[src/rtl/serial_cmp_ctrl.sv]
// Serial MSB-first magnitude-compare sequencer: walks two WIDTH-bit operands one
// bit pair per clock through an external 1-bit comparator and latches the verdict.
module serial_cmp_ctrl #(
    parameter int WIDTH = 8,
    parameter int IDXW  = $clog2(WIDTH)
) (
    input  logic             clk,
    input  logic             rst_n,
    input  logic             start,
    input  logic [WIDTH-1:0] a_in,
    input  logic [WIDTH-1:0] b_in,
    output logic             bit_a,
    output logic             bit_b,
    input  logic             cmp_gt,
    input  logic             cmp_eq,
    input  logic             cmp_lt,
    output logic             busy,
    output logic             done,
    output logic             gt,
    output logic             eq,
    output logic             lt,
    output logic             err,
    output logic [IDXW-1:0]  bit_idx
);

    typedef enum logic [1:0] {
        S_IDLE,
        S_RUN,
        S_DONE
    } state_t;

    state_t           r_state, w_state_nxt;
    logic [WIDTH-1:0] r_a, r_b;
    logic [IDXW-1:0]  r_idx, w_idx_nxt;
    logic             r_gt, r_eq, r_lt, r_err;
    logic             w_gt_nxt, w_eq_nxt, w_lt_nxt, w_err_nxt;
    logic             w_load;
    logic [2:0]       w_flags;
    logic             w_onehot;

    assign w_flags  = {cmp_gt, cmp_eq, cmp_lt};
    assign w_onehot = (w_flags == 3'b100) || (w_flags == 3'b010) || (w_flags == 3'b001);

    // NOTE: every signal gets a default before the case so no path leaves it unassigned (no latch).
    always_comb begin
        w_state_nxt = r_state;
        w_idx_nxt   = r_idx;
        w_gt_nxt    = r_gt;
        w_eq_nxt    = r_eq;
        w_lt_nxt    = r_lt;
        w_err_nxt   = r_err;
        w_load      = 1'b0;

        case (r_state)
            S_IDLE: begin
                if (start) begin
                    w_load      = 1'b1;
                    w_idx_nxt   = IDXW'(WIDTH - 1);
                    w_gt_nxt    = 1'b0;
                    w_eq_nxt    = 1'b0;
                    w_lt_nxt    = 1'b0;
                    w_err_nxt   = 1'b0;
                    w_state_nxt = S_RUN;
                end
            end
            S_RUN: begin
                // A broken comparator outranks any verdict it happens to produce.
                if (!w_onehot) begin
                    w_err_nxt   = 1'b1;
                    w_gt_nxt    = 1'b0;
                    w_eq_nxt    = 1'b0;
                    w_lt_nxt    = 1'b0;
                    w_state_nxt = S_DONE;
                end else if (cmp_gt) begin
                    w_gt_nxt    = 1'b1;
                    w_state_nxt = S_DONE;
                end else if (cmp_lt) begin
                    w_lt_nxt    = 1'b1;
                    w_state_nxt = S_DONE;
                end else if (r_idx == '0) begin
                    w_eq_nxt    = 1'b1;
                    w_state_nxt = S_DONE;
                end else begin
                    w_idx_nxt   = r_idx - IDXW'(1);
                end
            end
            S_DONE:  w_state_nxt = S_IDLE;
            default: w_state_nxt = S_IDLE;
        endcase
    end

    // NOTE: state is updated with non-blocking assignments so all registers see pre-edge values.
    always_ff @(posedge clk or negedge rst_n) begin
        if (!rst_n) begin
            r_state <= S_IDLE;
            r_a     <= '0;
            r_b     <= '0;
            r_idx   <= '0;
            r_gt    <= 1'b0;
            r_eq    <= 1'b0;
            r_lt    <= 1'b0;
            r_err   <= 1'b0;
        end else begin
            r_state <= w_state_nxt;
            r_idx   <= w_idx_nxt;
            r_gt    <= w_gt_nxt;
            r_eq    <= w_eq_nxt;
            r_lt    <= w_lt_nxt;
            r_err   <= w_err_nxt;
            if (w_load) begin
                r_a <= a_in;
                r_b <= b_in;
            end
        end
    end

    assign busy    = (r_state == S_RUN);
    assign done    = (r_state == S_DONE);
    assign bit_a   = busy ? r_a[r_idx] : 1'b0;
    assign bit_b   = busy ? r_b[r_idx] : 1'b0;
    assign gt      = r_gt;
    assign eq      = r_eq;
    assign lt      = r_lt;
    assign err     = r_err;
    assign bit_idx = r_idx;

endmodule

[config.mk]
export PLATFORM = sky130hd
export DESIGN_NAME = serial_cmp_ctrl
export DESIGN_NICKNAME = d
export VERILOG_FILES = /design/src/rtl/serial_cmp_ctrl.sv
export SDC_FILE = /design/constraint.sdc
export NUM_CORES = 1
export LEC_CHECK = 0
export BUFFER_PORTS_ARGS = -buffer_cell sky130_fd_sc_hd__buf_2
export CORE_MARGIN = 8
export CORE_UTILIZATION = 55
export DETAILED_ROUTE_END_ITERATION = 16
export GPL_ROUTABILITY_DRIVEN = 0
export GPL_TIMING_DRIVEN = 0
export PLACE_DENSITY = 0.88
export SYNTH_ARGS = -nofsm -noshare
export SYNTH_HDL_FRONTEND = slang
export SYNTH_SLANG_ARGS = --single-unit
[constraint.sdc]
create_clock -name clk -period 2.6 [get_ports clk]
set_input_delay 0.39 -clock clk [delete_from_list [all_inputs] [get_ports clk]]
set_output_delay 0.39 -clock clk [all_outputs]
set_load 0.01 [all_outputs]
# Yosys cells after proc, flatten, opt, wreduce, memory -nomap -nowiden
# Index checks and enable logic that the tools add are counted.
# W data, S select, Z words.
# word_totals
register_bits	25
latch_bits	0
ramBits	0
romBits	0
inputBits	22
output_inout_bits	11
word_cells	73
mem_count	0
# classes
n_addsub	1
multipliers	0
n_div	0
magnitude_cmp	1
n_eq_ne	17
n_shift	0
muxes	35
n_bitwise	0
n_reduce_logical	11
# ops
operator	count
$mux W1	17
$mux W3	5
$ne A3 B3 Y1 const B	4
$mux W2	5
$ne A2 B2 Y1 const B	5
$pmux W1 S2	4
$bmux W1 S3	2
$pmux W3 S2	1
$reduce_and A3 Y1	2
$reduce_and A6 Y1	1
$ne A5 B4 Y1 const B	1
$reduce_and A5 Y1	1
$lt A3 B4 Y1 const B	1
$pmux W2 S2	1
$reduce_and A4 Y1	1
$eq A3 B1 Y1 const B	1
$eq A3 B2 Y1 const B	1
$eq A3 B3 Y1 const B	1
$logic_not A3 Y1	1
$ne A3 B2 Y1 const B	1
$sub A3 B1 Y3 const B	1
$eq A2 B1 Y1 const B	1
$eq A2 B2 Y1 const B	1
$logic_not A2 Y1	1
4 further kinds	5

# Logic depth before layout (Yosys ltp)
# Gate-level depths: netlist (run 1).
# depth
depth_word	6
mapped_depth	6

# Worst setup path after synthesis (run 1)
# OpenSTA, ideal clock, no wires.
# synth_timing
kind	register to output
startpoint	register r_idx[0], in the netlist bit_idx[0]
endpoint	output bit_a
arrival_time_ps	1252
required_time_ps	2210
slack_ps	958
path_stages_with_launch	5
path_buffers	1
path_cell_list	dfrtp_1 -> buf_2 -> mux4_2 -> nand2_1 -> a21oi_1
# synth_via
elab_chain_cells	3
# synth_lines
element	line_no	source
start, declared	34	logic [IDXW-1:0] r_idx, w_idx_nxt;
start signal, assigned	105	r_idx <= w_idx_nxt;
$bmux W1 S3	119	assign bit_a = busy ? r_a[r_idx] : 1'b0;
$mux W1 (implied by the code)	119	
$mux W1	119	
end, declared	12	output logic bit_a,
# Every way passes these cells. The select of a mux whose other input is x is not followed.

# Final worst setup path (run 1)
# Ends and elaborated chain as after synthesis.

==> metrics.md, run 1 <==
| Metric | Value |
|---|---|
| # hold bufs at CTS | `0` |
| Comb power frac | `45.7%` |
| Synth Warn # | `0` |
| Final Skew | `0.00278 ns` |
| ANT cells | `0` |
| Critical Path RT | `roughly 2.2 ns` |
| CP Capture Type | `output port` |
| First-pass iteration count of the detailed router | `4` |
| Die area | `approximately 4100 µm²` |
| First-pass GRT wire length | `4.51 mm` |
| Final hold vios | `0` |
| Post-CTS setup buffer count | `0` |
| Sink Count | `25` |
| Setup violators final | `0` |
| Clk_lat worst skew | `roughly 0.32 ns` |
| Routed length per instance | `~17 µm` |
| Post_cts resized | `0` |
| Clock share of power | `roughly 11%` |
| Starting Density | `about 58%` |
| Largest net degree at the start of global routing | `26` |
| Max Cap Viol | `0` |
| Height of the die | `around 64 µm` |
| GRT overflow | `0` |
| Die width | `between 60 and 70 µm` |
| Post-synth top flop | `dfrtp_1` |
| Slew @ Worst Pin | `about 0.53 ns` |
| Slew HR | `~64%` |
| Slack of the critical path | `between 0.4 and 0.5 ns` |
| Placed Cells | `160` |
| Flop2flop setup slack | `between 0.9 and 1 ns` |
| Clk slew on worst S/H paths | `0.12 ns` |
| Worst VDD drop | `0.520 mV` |
| Synth unique cells | `30` |
| Port Buffer Count | `31` |
| ANT nets after route | `0` |
| Post-route cell area | `1480 µm²` |
| Dpl ws | `around 0.81 ns` |
| Fin. max-slew vios | `0` |
| Ys async rst share | `100%` |
| Pwr Total | `around 1600 µW` |
| Worst Path Max Fanout | `7` |
| Core area | `between 2000 and 2500 µm²` |
| Final net count | `161` |
| Setup Total Neg Slack | `0 ns` |
| Number of synthesized flops with an enable pin | `0` |
| Crit Reg-Reg Endpoint | `bit_idx[0]$_DFFE_PN0P_` |
| Final min period | `between 2 and 2.5 ns` |
| Post-Syn Area | `approximately 1300 µm²` |
| IO Pins | `33` |
| Switching part of the total | `35.1%` |
| Status | `finished, final reports clean` |
| Final Cycle Share | `82.3%` |
| Overall Global Routing Usage | `between 10% and 20%` |
| Unrepaired setup endpoints after global routing | `false` |
| Fmax | `0.467 GHz` |
| CTS tree | `built` |
| Psw | `about 550 µW` |
| Layout cells sized above 1 | `a little under half` |
| Setup CP Type | `reg -> out` |
| Critical Path Start Type | `flip-flop` |
| P&R area growth vs syn | `17.1%` |
| Crit path DAT | `1.75 ns` |
| Syn_nets | `125` |
| Final WL | `around 2.8 mm` |
| Post-Place Cell Area | `roughly 1500 µm²` |
| Hold Crit Class | `in -> async` |
| Vias in the first global route | `about 1.0k` |
| Mapped Cells | `slightly above 100` |
| Fin cells | `around 160` |
| Vias/cell | `around 5.6` |
| Cts bufs inserted | `3` |
| #FFs+latches synth | `25` |
| Power per cell area | `1060 nW/µm²` |
| Internal power component | `roughly 1000 µW` |
| CTS root buffer | `clkbuf_4` |
| H-tree depth | `1` |
| Initial antenna violation count | `0` |
| Reg2reg path depth | `6` |
| Leak Pwr | `approximately 0.00071 µW` |
| Share of power burned in registers | `~43%` |
| Longest Clk Path Bufs | `2` |
| RR Startpoint | `bit_idx[1]$_DFFE_PN0P_` |
| Number of DRC markers in iteration 0 | `38` |
| Synth Area per Inst | `about 13 µm²` |
| Storage cell area | `approximately 630 µm²` |
| Hpwl dp | `between 2 and 2.5 mm` |
| Fillers | `between 150 and 200` |
| DRC violations left | `0` |
| DR vias | `slightly above 900` |
| Num rows | `17` |
| Post-synthesis sequential area ratio | `49.4%` |
| Multi-input logic area | `between 500 and 600 µm²` |
## stage by stage
| step | util (%) | hold slack (ns) |
|---|---|---|
| floorplan | - | 0.0944 |
| global placement | 66.5 | 0.394 |
| detailed placement | 66.5 | 0.399 |
| CTS | 67.7 | 0.0303 |
| global route | 67.7 | 0.0490 |
| finish | 67.7 | 0.0265 |
## final cells by class
class / instances / area share, %
timing repair buffer: 31 / 10.5
tap: 28 / 2.36
clock buffer: 4 / 1.77
multi-input combinational: 62 / 39.2
sequential: 25 / 42.2
buffer: 6 / 2.02
inverter: 8 / 2.02
## power groups by stage
stage          sequential (µW)  combinational [µW]  clock, µW
4_1_cts                    678                 729        179
3_5_place_dp               688                 728          0
2_1_floorplan              671                 523          0
6_report                   680                 718        172
5_1_grt                    702                 786        186
3_3_place_gp               667                 693          0
## synth_stat cells, types with 3 or more instances
cell type  count  share of area, %
mux4_2         4               7.1
dfrtp_1       25                49
buf_2          3               1.2
nor3_1         3               1.2
a21oi_1        7               2.8
a211oi_1       3               1.8
mux2_2        16                14
inv_1          8               2.4
nand2_1        4               1.2
## per-layer routing
metal  vias to the layer above  track usage, %  wire (µm)
met2                        24            26.3       1490
li1                        432               -          -
met1                       459            13.0       1060
met5                         -               0          0
met3                         5            3.66        152
met4                         0            6.13         52
## registers in the layout, summed over array words and instances, names as in the netlist
register	count
bit_idx	3
eq	1
err	1
gt	1
lt	1
r_a	8
r_b	8
r_state	2
## worst max path at each step
| stage | slack (ns) | to | from | depth (start not counted) |
|---|---|---|---|---|
| 6_report | 0.46 | bit_a | bit_idx[0]$_DFFE_PN0P_ | 5 |
| 5_1_grt | 0.38 | bit_a | bit_idx[0]$_DFFE_PN0P_ | 5 |
| 4_1_cts | 0.43 | bit_a | bit_idx[0]$_DFFE_PN0P_ | 5 |
| 3_5_place_dp | 0.81 | bit_a | bit_idx[0]$_DFFE_PN0P_ | 5 |
| 3_3_place_gp | 0.83 | bit_a | bit_idx[0]$_DFFE_PN0P_ | 5 |
| 2_1_floorplan | 0.96 | bit_a | bit_idx[0]$_DFFE_PN0P_ | 4 |
## placed cells by master, fill, tap and decap left out, drive strengths merged, types with 2 or more instances in the layout
| master | count |
|---|---|
| a211oi | 4 |
| a21oi | 7 |
| buf | 35 |
| clkbuf | 6 |
| dfrtp | 25 |
| ha | 2 |
| inv | 8 |
| mux2 | 16 |
| mux4 | 4 |
| nand2 | 4 |
| nand2b | 2 |
| nor2b | 2 |
| nor3 | 3 |
| nor3b | 3 |
| o31ai | 2 |
| xor2 | 2 |
## kinds of logic (layout without fill, tap and decap cells)
family / after synthesis / after routing / synth area share (%)
adders and majority gates: 2 / 2 / 1.97
muxes: 20 / 20 / 21.3
and+or+nand+nor: 19 / 19 / 9.97
buffers and inverters: 14 / 49 / 4.74
xor gates and xnor gates: 2 / 2 / 1.38
AOI/OAI and AO/OA: 19 / 19 / 11.3
DFF: 25 / 25 / 49.4
## critical path, cell delays in order, from the launching register on
cell     delay [ns]
dfrtp_1        0.35
buf_2          0.23
mux4_2         0.53
nand2_1        0.09
a21oi_1        0.06
buf_2          0.16
Power figures use the tool's default switching activity.
==> run 2, diff against run 1 <==
--- a/config.mk
+++ b/config.mk
@@ -7,11 +7,11 @@
 export LEC_CHECK = 0
 export BUFFER_PORTS_ARGS = -buffer_cell sky130_fd_sc_hd__buf_2
 export CORE_MARGIN = 8
-export CORE_UTILIZATION = 55
+export CORE_UTILIZATION = 51
 export DETAILED_ROUTE_END_ITERATION = 16
 export GPL_ROUTABILITY_DRIVEN = 0
 export GPL_TIMING_DRIVEN = 0
-export PLACE_DENSITY = 0.88
+export PLACE_DENSITY = 0.82
 export SYNTH_ARGS = -nofsm -noshare
 export SYNTH_HDL_FRONTEND = slang
 export SYNTH_SLANG_ARGS = --single-unit
==> constraint.sdc (replaced) <==
create_clock -name clk -period 2.2 [get_ports clk]
set_input_delay 0.33 -clock clk [delete_from_list [all_inputs] [get_ports clk]]
set_output_delay 0.33 -clock clk [all_outputs]
set_load 0.01 [all_outputs]
==> run 2 against run 1 <==
Compared with the run above:
- critical path depth unchanged
- worst setup slack worse by 0.31 ns
- count of clock-buffer cells in the layout down 1
- register-to-register slack worse by 0.36 ns
- clock power up 15%
- routed wire length down 6.1%
- sequential power up 17%
- sequential share of layout area down 0.39 points
- combinational power up 16%
- via count down 1.8%
==> metrics.md, run 2 (same netlist as run 1, synthesis figures left out) <==
| Metric | Value |
|---|---|
| CTS root buffer | `clkbuf_4` |
| Critical Path Start Type | `flip-flop` |
| DR vias | `between 900 and 1k` |
| Placed Cells | `about 160` |
| Most common cell after layout, fill and taps aside | `buf_2` |
| First-pass iteration count of the detailed router | `4` |
| IO Pins | `33` |
| Setup CP Type | `reg -> out` |
| Power per cell area | `between 1000 and 1500 nW/µm²` |
| Final Skew | `between 0.007 and 0.008 ns` |
| First-pass GRT wire length | `approximately 4.4 mm` |
| Final min period | `approximately 2.1 ns` |
| Core area | `2410 µm²` |
| Cts bufs inserted | `3` |
| Post-Place Cell Area | `roughly 1500 µm²` |
| Hpwl dp | `between 2 and 2.5 mm` |
| Clk_lat worst skew | `roughly 0.32 ns` |
| Setup violators final | `0` |
| DRC violations left | `0` |
| Leak Pwr | `between 0.0007 and 0.0008 µW` |
| Critical Path RT | `around 1.9 ns` |
| Final Cycle Share | `about 93%` |
| Fin cells | `about 170` |
| Clk slew on worst S/H paths | `0.13 ns` |
| Routed length per instance | `about 15 µm` |
| Sink Count | `25` |
| ANT nets after route | `0` |
| Post_cts resized | `0` |
| Layout cells sized above 1 | `48.2%` |
| Fillers | `roughly 200` |
| Slack of the critical path | `0.149 ns` |
| ANT cells | `0` |
| P&R area growth vs syn | `18.2%` |
| Hold path cells | `2` |
| Longest Clk Path Bufs | `2` |
| Flop2flop setup slack | `0.57 ns` |
| Die area | `about 4300 µm²` |
| Max Cap Viol | `0` |
| Starting Density | `between 50% and 60%` |
| Post-route cell area | `1500 µm²` |
| Height of the die | `roughly 66 µm` |
| Final hold vios | `0` |
| Die width | `65.9 µm` |
| Slew HR | `between 60 and 70%` |
| Worst Path Max Fanout | `7` |
| Overall Global Routing Usage | `between 10 and 15%` |
| Num rows | `18` |
| Number of DRC markers in iteration 0 | `26` |
| Fin. max-slew vios | `0` |
| Final WL | `approximately 2.6 mm` |
| Final net count | `between 150 and 200` |
| GRT overflow | `0` |
| CTS tree | `built` |
| Hold Crit Class | `in -> reg` |
| Reg2reg path depth | `6` |
| Setup Total Neg Slack | `0 ns` |
| Largest net degree at the start of global routing | `26` |
| Status | `finished, final reports clean` |
| Fmax | `a little under 0.5 GHz` |
| H-tree depth | `1` |
| Most frequent cells in the layout | `buf_2, dfrtp_1, mux2_2` |
| Slew @ Worst Pin | `between 0.5 and 0.6 ns` |
| Vias in the first global route | `~1.0k` |
| Port Buffer Count | `31` |
| Crit path DAT | `approximately 1.7 ns` |
| Worst VDD drop | `roughly 0.80 mV` |
| Vias/cell | `5.41` |
| Initial antenna violation count | `0` |
| CP Capture Type | `output port` |
| Dpl ws | `0.473 ns` |
| Unrepaired setup endpoints after global routing | `false` |
[run 2: cell count changes in the layout (fill, tap and decap cells not counted)]
cell / delta
dlygate4sd3_1: +1
clkinv_2: +1
clkbuf_1: -1
[run 2: worst max-delay path, cell delays in order (launching register included)]
cell,delay [ns]
dfrtp_1,0.36
buf_2,0.23
mux4_2,0.53
nand2_1,0.08
a21oi_1,0.06
buf_2,0.16
[run 2: through the flow]
step	util, %	hold WS, ns	total power, µW
2_1_floorplan	-	0.0344	1410
3_3_place_gp	60.6	0.332	1610
3_5_place_dp	60.6	0.344	1660
4_1_cts	62.1	0.230	1850
5_1_grt	62.1	0.227	1970
6_report	62.1	0.233	1830
[run 2: what timing repair did]
item | 4_1_cts | 5_1_grt
hold buffers | 1 | 0
endpoints found under the hold margin | 25 | 0
buffers inserted | 0 | 0
[run 2: area by class of cell]
| type | count | area, µm² | share of cell area, % |
|---|---|---|---|
| buffer | 6 | 30.0 | 2.01 |
| clock buffer | 3 | 22.5 | 1.50 |
| clock inverter | 1 | 5.00 | 0.334 |
| inverter | 8 | 30.0 | 2.01 |
| multi-input combinational | 62 | 582 | 38.8 |
| sequential | 25 | 626 | 41.8 |
| tap | 30 | 37.5 | 2.51 |
| timing repair buffer | 32 | 165 | 11.0 |
[run 2: path summary, 6_finish.rpt]
path                                              from                endpoint
worst max-delay path            bit_idx[0]$_DFFE_PN0P_                   bit_b
worst min-delay path                           a_in[5]      r_a[5]$_DFFE_PN0P_
worst max register to register  bit_idx[1]$_DFFE_PN0P_  bit_idx[0]$_DFFE_PN0P_
worst min register to register      r_a[4]$_DFFE_PN0P_      r_a[4]$_DFFE_PN0P_
max in group asynchronous                        rst_n      r_b[5]$_DFFE_PN0P_
min in group asynchronous                        rst_n      r_a[6]$_DFFE_PN0P_
[run 2: power by group]
part | internal (µW) | leakage [µW] | switching [µW]
Combinational | 463 | 0.000404 | 368
Sequential | 669 | 0.000293 | 127
Clock | 68.1 | 0.0000177 | 130
Total | 1200 | 0.000714 | 625
[run 2: layer usage]
metal	share of wire [%]	wire length (µm)	vias to the layer above	global-route usage [%]
li1	-	-	437	-
met1	39	1010	437	13.5
met2	52	1330	24	22.5
met3	8.0	208	5	4.24
met4	1.5	38	0	5.72
met5	0	0	-	0
==> run 3, diff against run 2 <==
==> constraint.sdc (replaced) <==
create_clock -name clk -period 2.19 [get_ports clk]
set_input_delay 0.3285 -clock clk [delete_from_list [all_inputs] [get_ports clk]]
set_output_delay 0.3285 -clock clk [all_outputs]
set_load 0.01 [all_outputs]
==> run 3 against run 2 <==
Compared with the run above:
- sequential share of layout area is 0.070 points lower
- via count stayed put
- hold slack worse by 0.0015 ns
- utilization is 0.10 points higher
- clock skew stayed put
- critical path type unchanged
- largest cell class unchanged
==> metrics.md, run 3 (same netlist as run 1, synthesis figures left out) <==
| Metric | Value |
|---|---|
| Final hold vios | `0` |
| Height of the die | `~66 µm` |
| Most frequent cells in the layout | `buf_2, dfrtp_1, mux2_2` |
| Core area | `approximately 2400 µm²` |
| Status | `finished, final reports clean` |
| Port Buffer Count | `31` |
| Worst path max stage delay | `just over 0.5 ns` |
| Setup CP Type | `reg -> out` |
| Pwr Total | `1840 µW` |
| Critical Path Start Type | `flip-flop` |
| Initial antenna violation count | `0` |
| Unrepaired setup endpoints after global routing | `false` |
| Power per cell area | `between 1000 and 1500 nW/µm²` |
| Most common cell after layout, fill and taps aside | `buf_2` |
| Worst VDD drop | `0.808 mV` |
| Vias in the first global route | `approximately 1.0k` |
| CTS root buffer | `clkbuf_4` |
| Post-Place Cell Area | `roughly 1500 µm²` |
| CTS tree | `built` |
| Number of DRC markers in iteration 0 | `26` |
| ANT cells | `0` |
| Worst Path Max Fanout | `7` |
| Slew HR | `64.3%` |
| CP max-delay cell | `mux4_2` |
| Vias/cell | `between 5 and 6` |
| WHS | `0.231 ns` |
| Setup Total Neg Slack | `0 ns` |
| Crit path DAT | `about 1.7 ns` |
| Critical-path cell list | `clkbuf_4, mux4_2, nand2_1, a21oi_1, buf_2` |
| Buf/Inv on CP | `2` |
| Clk_lat worst skew | `about 0.32 ns` |
| GRT overflow | `0` |
| P&R area growth vs syn | `18.4%` |
| Hpwl dp | `roughly 2.1 mm` |
| Slew @ Worst Pin | `between 0.5 and 0.6 ns` |
| Cts bufs inserted | `3` |
| Fmax | `0.496 GHz` |
| Die area | `roughly 4300 µm²` |
| Largest net degree at the start of global routing | `26` |
| Fin. max-slew vios | `0` |
| DR vias | `between 900 and 1k` |
| Final min period | `~2 ns` |
| Overall Global Routing Usage | `between 10 and 15%` |
| CP Capture Type | `output port` |
| Final Cycle Share | `92.1%` |
| Final Skew | `0.00712 ns` |
| Routed length per instance | `~15 µm` |
| First-pass GRT wire length | `between 4 and 5 mm` |
| Layout cells sized above 1 | `roughly half` |
| Hold Crit Class | `in -> reg` |
| Die width | `about 66 µm` |
| Num rows | `18` |
| Critical Path RT | `1.86 ns` |
| Final WL | `approximately 2.6 mm` |
| Clk slew on worst S/H paths | `roughly 0.13 ns` |
| Starting Density | `52.6%` |
| ANT nets after route | `0` |
| Setup violators final | `0` |
| Post-route cell area | `1500 µm²` |
| Longest Clk Path Bufs | `2` |
| Post-layout util | `62.3%` |
| Leak Pwr | `about 0.0007 µW` |
| IO Pins | `33` |
| H-tree depth | `1` |
| Final net count | `between 150 and 200` |
| Max Cap Viol | `0` |
| DRC violations left | `0` |
| First-pass iteration count of the detailed router | `4` |
| Top delay family on crit path | `multiplexers` |
| Sink Count | `25` |
[run 3: path summary, 6_finish.rpt]
kind                                          endpoint              startpoint  cells after the start  slack [ns]
worst max-delay path                             bit_b  bit_idx[0]$_DFFE_PN0P_                      5        0.17
worst min-delay path                r_a[5]$_DFFE_PN0P_                 a_in[5]                      2        0.23
worst max register to register  bit_idx[0]$_DFFE_PN0P_  bit_idx[1]$_DFFE_PN0P_                      6        0.56
worst min register to register      r_a[4]$_DFFE_PN0P_      r_a[4]$_DFFE_PN0P_                      1        0.52
max in group asynchronous           r_b[5]$_DFFE_PN0P_                   rst_n                      2        1.32
min in group asynchronous           r_a[6]$_DFFE_PN0P_                   rst_n                      2        0.50
[run 3: final cells by class]
| type | count | area, µm² |
|---|---|---|
| clock inverter | 1 | 5.00 |
| buffer | 6 | 32.5 |
| clock buffer | 3 | 22.5 |
| multi-input combinational | 62 | 582 |
| inverter | 8 | 30.0 |
| fill | 204 | 910 |
| tap | 30 | 37.5 |
| timing repair buffer | 32 | 165 |
| sequential | 25 | 626 |
[run 3: where the power goes]
| group | internal (µW) | switching, µW |
|---|---|---|
| Combinational | 470 | 370 |
| Clock | 68.4 | 131 |
| Sequential | 672 | 128 |
| Total | 1210 | 629 |
[run 3: through the flow]
stage / setup WS (ns) / cells
final: 0.172 / 167
after global routing: 0.0503 / 167
after CTS: 0.101 / 167
after detailed placement: 0.464 / 162
after global placement: 0.478 / 162
after floorplan: 0.610 / 101
[run 3: per-layer routing]
layer  vias to the layer above  routed length [µm]  track usage, %  share of wire, %
met2                        24                1330            22.5                52
met5                         -                   0               0                 0
met4                         0                  38            5.72               1.5
met3                         5                 208            4.24               8.0
li1                        437                   -               -                 -
met1                       437                1010            13.5                39
[run 3: worst reg2reg max path, delay by kind of cell, from the launching register on]
kind | cells | cell delay, ns
and+or+nand+nor | 1 | 0.16
adders and majority gates | 1 | 0.22
buffers and inverters | 2 | 0.44
DFF | 1 | 0.35
AOI/OAI and AO/OA | 2 | 0.34
[run 3: timing repair]
item,in CTS,in global routing
endpoints found under the hold margin,25,0
hold buffers,1,0
resized for setup,0,1
setup endpoints to repair,0,1
setup buffers,0,0
